## src/rtl/kgp_risc_sequencer.sv

```systemverilog
// kgp_risc_sequencer: multi-cycle control FSM for the KGP-RISC core.
// Steps FETCH/DECODE/EXEC/MEM/WB/BRANCH/HALT and drives datapath load enables.
//
// Ports:
//   clk, rst          rising-edge clock, synchronous active-high reset
//   opcode[5:0]       IR opcode field, sampled in DECODE only
//   alu_flag[2:0]     ZNC flags (branch resolution happens outside)
//   mem_ready         data memory completes the access this cycle
//   ir_load, pc_load  IR / PC load enables
//   branch_ctrl[1:0]  code for the branching mechanism (11 = pc+1)
//   flag_load         latch ALU ZNC into the flag register
//   reg_write         register file write enable
//   link_write        write ra with the return address (bl)
//   alu_src_imm       ALU operand B is the sign-extended immediate
//   mem_read/write    data memory requests, held until mem_ready
//   illegal           sticky undefined-opcode indication
//   halted            FSM is parked in HALT
//   retired[CNT_W]    wrapping count of completed instructions
//   state[2:0]        current state for debug
module kgp_risc_sequencer #(
   parameter int CNT_W = 16
) (
   input  logic             clk,
   input  logic             rst,
   input  logic [5:0]       opcode,
   input  logic [2:0]       alu_flag,
   input  logic             mem_ready,
   output logic             ir_load,
   output logic             pc_load,
   output logic [1:0]       branch_ctrl,
   output logic             flag_load,
   output logic             reg_write,
   output logic             link_write,
   output logic             alu_src_imm,
   output logic             mem_read,
   output logic             mem_write,
   output logic             illegal,
   output logic             halted,
   output logic [CNT_W-1:0] retired,
   output logic [2:0]       state
);

   typedef enum logic [2:0] {
      S_FETCH  = 3'd0,
      S_DECODE = 3'd1,
      S_EXEC   = 3'd2,
      S_MEM    = 3'd3,
      S_WB     = 3'd4,
      S_BRANCH = 3'd5,
      S_HALT   = 3'd6,
      S_BAD    = 3'd7
   } state_t;

   typedef enum logic [3:0] {
      C_NONE,
      C_RALU,
      C_IALU,
      C_LOAD,
      C_STORE,
      C_BR0,
      C_BR1,
      C_BL,
      C_HALT,
      C_ILL
   } cls_t;

   state_t           state_q, state_d;
   cls_t             cls_q, cls_d;
   cls_t             dec_cls;
   logic             ill_q, ill_d;
   logic [CNT_W-1:0] ret_q, ret_d;

   // Flags are consumed by the external branching mechanism only.
   logic unused_flags;
   assign unused_flags = ^alu_flag;

   always_comb begin
      case (opcode)
         6'b000000: dec_cls = C_RALU;
         6'b000001: dec_cls = C_IALU;
         6'b000010: dec_cls = C_LOAD;
         6'b000011: dec_cls = C_STORE;
         6'b000100: dec_cls = C_BR0;
         6'b000101: dec_cls = C_BR1;
         6'b000110: dec_cls = C_BL;
         6'b111111: dec_cls = C_HALT;
         default:   dec_cls = C_ILL;
      endcase
   end

   always_ff @(posedge clk) begin
      if (rst) begin
         state_q <= S_FETCH;
         cls_q   <= C_NONE;
         ill_q   <= 1'b0;
         ret_q   <= '0;
      end else begin
         state_q <= state_d;
         cls_q   <= cls_d;
         ill_q   <= ill_d;
         ret_q   <= ret_d;
      end
   end

   always_comb begin
      state_d     = state_q;
      cls_d       = cls_q;
      ill_d       = ill_q;
      ret_d       = ret_q;
      ir_load     = 1'b0;
      pc_load     = 1'b0;
      branch_ctrl = 2'b11;
      flag_load   = 1'b0;
      reg_write   = 1'b0;
      link_write  = 1'b0;
      alu_src_imm = 1'b0;
      mem_read    = 1'b0;
      mem_write   = 1'b0;

      case (state_q)
         S_FETCH: begin
            ir_load = 1'b1;
            state_d = S_DECODE;
         end

         S_DECODE: begin
            cls_d = dec_cls;
            case (dec_cls)
               C_RALU, C_IALU, C_LOAD, C_STORE:
                  state_d = S_EXEC;
               C_BR0, C_BR1, C_BL:
                  state_d = S_BRANCH;
               C_HALT:
                  state_d = S_HALT;
               default: begin
                  ill_d   = 1'b1;
                  state_d = S_WB;
               end
            endcase
         end

         S_EXEC: begin
            alu_src_imm = (cls_q == C_IALU) ||
                          (cls_q == C_LOAD) ||
                          (cls_q == C_STORE);
            flag_load   = (cls_q == C_RALU) ||
                          (cls_q == C_IALU);
            if (cls_q == C_LOAD || cls_q == C_STORE)
               state_d = S_MEM;
            else
               state_d = S_WB;
         end

         S_MEM: begin
            if (cls_q == C_LOAD) begin
               mem_read = 1'b1;
               if (mem_ready)
                  state_d = S_WB;
            end else if (cls_q == C_STORE) begin
               mem_write = 1'b1;
               // A store retires straight out of MEM, so the PC
               // update is qualified by ready to keep it one-shot.
               if (mem_ready) begin
                  pc_load = 1'b1;
                  ret_d   = ret_q + CNT_W'(1);
                  state_d = S_FETCH;
               end
            end else begin
               state_d = S_FETCH;
            end
         end

         S_WB: begin
            reg_write = (cls_q == C_RALU) ||
                        (cls_q == C_IALU) ||
                        (cls_q == C_LOAD);
            pc_load   = 1'b1;
            ret_d     = ret_q + CNT_W'(1);
            state_d   = S_FETCH;
         end

         S_BRANCH: begin
            pc_load = 1'b1;
            ret_d   = ret_q + CNT_W'(1);
            state_d = S_FETCH;
            case (cls_q)
               C_BR0: branch_ctrl = 2'b00;
               C_BR1: branch_ctrl = 2'b01;
               C_BL: begin
                  branch_ctrl = 2'b10;
                  link_write  = 1'b1;
                  reg_write   = 1'b1;
               end
               default: branch_ctrl = 2'b11;
            endcase
         end

         S_HALT: begin
            state_d = S_HALT;
         end

         default: begin
            state_d = S_FETCH;
         end
      endcase
   end

   assign illegal = ill_q;
   assign halted  = (state_q == S_HALT);
   assign retired = ret_q;
   assign state   = state_q;

endmodule
```

## config.mk

```make
export PLATFORM = sky130hd
export DESIGN_NAME = kgp_risc_sequencer
export DESIGN_NICKNAME = d
export VERILOG_FILES = /design/src/rtl/kgp_risc_sequencer.sv
export SDC_FILE = /design/constraint.sdc
export NUM_CORES = 1
export LEC_CHECK = 0
export CORE_ASPECT_RATIO = 1.4
export CORE_MARGIN = 8
export CORE_UTILIZATION = 49
export DETAILED_ROUTE_END_ITERATION = 10
export DONT_BUFFER_PORTS = 1
export PLACE_DENSITY_LB_ADDON = 0.3
export SLEW_MARGIN = 20
export SYNTH_ARGS = -nofsm -noshare
export SYNTH_HDL_FRONTEND = slang
export SYNTH_SLANG_ARGS = --single-unit
export TNS_END_PERCENT = 50
```

## constraint.sdc

```tcl
create_clock -name clk -period 4.6 [get_ports clk]
set_clock_uncertainty 0.05 [all_clocks]
set_input_delay 0.92 -clock clk [delete_from_list [all_inputs] [get_ports clk]]
set_output_delay 0.92 -clock clk [all_outputs]
set_load 0.03 [all_outputs]
```

==> key figures <==
Critical path
  – WS Path Type: flip-flop to output pin
  – Critical path's top delay family: simple AND/OR/NAND/NOR gates
  – Crit-path max FO: 14
  – Worst Path Required: 3.63 ns
  – WP data arrival: 2.36 ns
  – CP Capture Type: output pin
  – CP max stage delay: 0.79 ns
  – Crit path cell chain: nor2b_1, nand2_1, nor3_1
  – Crit path from: state[1]
  – Reg-to-reg startpoint: state[1]
  – Startpoint types: flip-flop
  – CP bufs+invs: 0
  – Crit-path slowest cell: dfxtp_1

Synthesis
  – Largest family of logic cells by synthesized area: simple AND/OR/NAND/NOR gates
  – Avg Inst Size Synth: 7.96 um2
  – #FFs+latches synth: 24
  – Mux contribution to synthesized area: under 10%
  – Async SR Flop Fraction: 0%
  – Synth top area share: a little over a third
  – Post-synthesis net count: 183
  – Mapped cell area: 0.00135 mm2
  – Post-Synth XOR/XNOR Area: 2.59%
  – Synth Area in Adders: 0.925%
  – YS warnings: 0
  – Post-synth EDFFs: 0
  – Synth unique cells: 40
  – Compound-cell area share of the yosys netlist: 20.0%
  – Seq/Total Area, Yosys: 35.5%
  – Synth top area cells: dfxtp_1 (36%), a21oi_1 (6.3%), o31ai_1 (5.0%)
  – Mapped Cells: 170
  – Primary FF master, synth: dfxtp_1
  – Synth area leader: dfxtp_1
  – Simple-gate share of the synthesized area: 32.4%

Global routing
  – Largest net degree at the start of global routing: 30
  – Initial antenna violation count: 0
  – Vias in the first global route: 1,218
  – GRT Util Overall: 14.2%
  – Grt total ovfl: 0
  – First-pass GRT wire length: 5510 um

Placement
  – Buffers on Ports: 0
  – RD Place Congestion: a little over 0.8
  – Placed Cells: 195
  – Pre-CTS worst setup slack: approximately 1.6 ns
  – DP HPWL: ~2400 um

Detailed routing
  – Highest metal layer with signal wires: met4
  – Vias per cell: 6.34
  – Routed len/inst: 16.7 um
  – Antenna Nets Post-Route: 0
  – DRT iter0 DRCs: 45
  – DRT Pass-1 Iters: 4
  – # DRC: 0
  – Met1 WL: 1260 um
  – Via count: 1,256
  – Met3 wire len: 338 um
  – Post-Route WL: roughly 3300 um
  – Met2 WL: 1640 um

Min path
  – Min-delay src: cls_q[3]
  – Hold WC Path Type: flip-flop to flip-flop

Clock tree
  – Setup repair bufs after CTS: 0
  – Root Driver: clkbuf_4
  – Worst-path clk slew: 0.13 ns
  – CTS buffer count: 3
  – Sink Count: 24
  – Worst-Skew Late Latency: between 0.3 and 0.4 ns
  – H-tree depth: 1
  – Clk buf depth: 2
  – Hold-fix buffers, CTS: 0
  – Post-CTS sizing: 0
  – CTS tree: yes

Outcome
  – Status: finished clean

STA
  – Final hold slack: 0.503 ns
  – Setup tns final: 0 ns
  – Worst Tran Pin Value: 0.991 ns
  – Min setup slack post-route: 1.27 ns
  – Slew Viols, Final: 0
  – Final Cycle Share: 72.4%
  – Fmax: 300 MHz
  – Worst slew margin: 33.6%
  – Final setup vio count: 0
  – Final min period: 3.33 ns
  – RSZ-0062 raised after global routing: no
  – Final Hold Fails: 0

Final layout
  – Filler-free cell count of the finished design: 198
  – Share of cells above drive strength 1: 5.56%
  – # nets final: about 180
  – Ant. Diodes: 0
  – Area delta synth->final: 1.57%
  – Final Util: 52.5%
  – Commonest non-fill, non-tap cell in the layout: dfxtp_1
  – Most frequent cells in the layout: dfxtp_1 (24), a21oi_1 (17), nand2_1 (11), nand3_1 (11), nor2_1 (10)

Flow run
  – Max Cap Viol: 0

Power and ir drop
  – Worst IR Drop VDD: between 100 and 150 uV
  – PD cells: 267 mW/mm2
  – Static Leakage: 0.409 nW

Floorplan
  – Height of the die: between 70 and 80 um
  – Core Region: 0.00262 mm2
  – Initial cell density of the core: slightly above 50%
  – Die area: 0.00472 mm2
  – I/O Pins: 43
  – Row cnt: 22
  – Die Width: 60.4 um
[logic make-up (layout without fill, tap and decap cells)]
family,Yosys count,after routing
flops,24,24
xor+xnor,4,4
simple gates,76,76
fa+ha+maj,1,1
buf+inv,17,9
mux,4,4
compound gates,44,44
[path summary, 6_finish.rpt]
path            endpoint  slack (ns)  cells after the start
max            flag_load        1.27                      3
min             cls_q[3]        0.50                      2
max reg2reg  retired[15]        2.06                      5
min reg2reg     cls_q[3]        0.50                      2
[metal layers]
metal	vias to the layer above	track usage (%)
li1	620	-
met1	590	15.6
met2	40	23.6
met3	6	4.89
met4	0	6.00
met5	-	0
[cell usage after synthesis, types with 2 or more instances]
| cell | number |
|---|---|
| a21oi_1 | 17 |
| a311oi_1 | 2 |
| and2_1 | 2 |
| and3_1 | 2 |
| and4_1 | 2 |
| buf_1 | 2 |
| clkbuf_1 | 8 |
| dfxtp_1 | 24 |
| inv_1 | 5 |
| mux2_2 | 3 |
| nand2_1 | 11 |
| nand2b_1 | 5 |
| nand3_1 | 11 |
| nand4_1 | 3 |
| nor2_1 | 10 |
| nor2b_1 | 3 |
| nor3_1 | 5 |
| nor4b_1 | 2 |
| o21ai_0 | 8 |
| o22ai_1 | 3 |
| o31ai_1 | 9 |
| or3_1 | 6 |
| or4_1 | 8 |
| xnor2_1 | 2 |
| xor2_1 | 2 |
[worst reg2reg max path, delay by kind of cell, from the launching register on]
kind                   cells  cell delay (ns)
AOI/OAI and AO/OA          1             0.39
muxes                      1             0.37
buffers and inverters      1             0.22
and+or+nand+nor            2             0.63
DFF                        1             0.79
[flip-flops by register name, indices dropped and copies added, names as in the netlist]
signal	cells
cls_q	4
illegal	1
retired	16
state	3
[cell type report]
type	count	area [um2]
tap	36	45.0
timing repair buffer	1	7.51
clock buffer	3	22.5
inverter	5	18.8
multi-input combinational	129	800
sequential	24	480
fill	258	1240
[where the power goes]
group	internal, W	switching [W]
registers	0.000214	0.0000197
clock network	0.0000306	0.0000605
logic	0.0000167	0.0000248
[metrics by stage]
step	power, W	area [um2]
5_1_grt	0.000385	1370
4_1_cts	0.000371	1370
6_report	0.000367	1370
3_3_place_gp	0.000278	1350
2_1_floorplan	0.000277	1350
3_5_place_dp	0.000280	1350
No activity file was read; power rests on OpenSTA's default activity.
==> edit, RTL diff (same flow settings) <==
Set the parameter `CNT_W` to 12 (it was 16).
--- a/src/rtl/kgp_risc_sequencer.sv
+++ b/src/rtl/kgp_risc_sequencer.sv
@@ -19,5 +19,5 @@
 //   state[2:0]        current state for debug
 module kgp_risc_sequencer #(
-   parameter int CNT_W = 16
+   parameter int CNT_W = 12
 ) (
    input  logic             clk,
Interface: changed (resized retired); port bits go from 43 to 39. The function was not compared with the original's and may differ.
==> edit against the unedited design <==
  * Wire length down 17%
  * Total power down 12%
  * Register-to-register slack better by 0.16 ns
  * Setup slack better by 0.20 ns
  * Synthesized area down 9.0%
  * Synthesized cell count down 13%
  * Sequential cell count down 4
  * Sequential power down 15%
  * Cell area down 11%
  * Cell count down 11%
  * Largest cell class unchanged
==> edit: results <==
set metrics [dict create \
    synth_area_leaders "dfxtp_1 33%, a21oi_1 6.1%, nand3_1 4.1%" \
    routed_wl_um 2730 \
    whs_endpoint "cls_q[2]" \
    synth_warnings 0 \
    synth_common_cells "20 x dfxtp_1, 15 x a21oi_1, 11 x nand2_1, 11 x nor2_1, 10 x nand3_1" \
    wl_met3_um 304 \
    ys_seq_area_share_pct 32.5 \
    grt_max_degree 24 \
    cts_resized 0 \
    drive_gt1_share_pct 11.3 \
    wl_met1_um 1020 \
    post-dp-hpwl_um 2080 \
    gp_congestion 0.798 \
    largest_register_ffs 12 \
    fillers 237 \
    grtUsageMet3_pct 5.24 \
    synth_nets 161 \
    drt_iter0_markers 16 \
    synth_mux_area_share_pct 2.44 \
    p_int_uw 227 \
    yosysUniqueCellTypes 49 \
    whs_ns 0.512 \
    rr_worst_depth 4 \
    htree_levels 1 \
    leakagePower_nw 0.393 \
    pwr-share-comb_pct 12.7 \
    critPathArrivalTime_ns 2.16 \
    cp-endpoint "pc_load" \
    timing.rr.end "retired[8]" \
    status "completed" \
    clk_pin_slew_ns 0.11 \
    met1_usage_pct 10.6 \
    use_met2_pct 23.1 \
    grt_pass1_vias 969 \
    num_vias 1044 \
    antenna_found_initial 0 \
    grt_pass1_wl_um 4260 \
    grt_usage_pct 12.0 \
    hold_start "cls_q[2]" \
    p_seq_share_pct 62.2 \
    synth_xor_area_share_pct 2.85 \
    met2WireLength_um 1380 \
    peakVddDrop_v 0.000172 \
    r2r_setup_slack_ns 2.22 \
    slew-limit-headroom_pct 26.2 \
    synth_fa_ha_area_share_pct 1.02 \
    synth_compound_area_share_pct 20.3 \
    clock_latency_ns 0.29 \
]
-- edit: changes by cell type after synthesis, moves of 3 or more --
cell      before  now
and3_2         0    3
nand2b_1       5    1
o31ai_1        9    3
clkbuf_1       8    1
or4_1          8    3
dfxtp_1       24   20
mux2_2         3    0
-- edit: area by class of cell --
cell class	instances	area, µm²	area share [%]
Multi-Input combinational cell	115	733	60.2
Sequential cell	20	400	32.9
Tap cell	34	42.5	3.49
Clock buffer	3	22.5	1.85
Inverter	3	11.3	0.925
Timing Repair Buffer	1	7.51	0.617
-- edit: per-stage QoR --
stage	worst slack [ns]	cells	power, mW	util (%)	cell area (µm²)
floorplan	1.87	148	0.245	-	1230
global placement	1.86	173	0.244	50.0	1190
detailed placement	1.81	173	0.246	50.0	1190
CTS	1.48	176	0.326	50.9	1220
global route	1.37	176	0.336	50.9	1220
finish	1.47	176	0.322	50.9	1220
-- edit: critical path, cell delays in order, from the launching register on --
cell	delay [ns]
dfxtp_1	0.77
nor3b_4	0.41
a41oi_4	0.35
inv_1	0.33
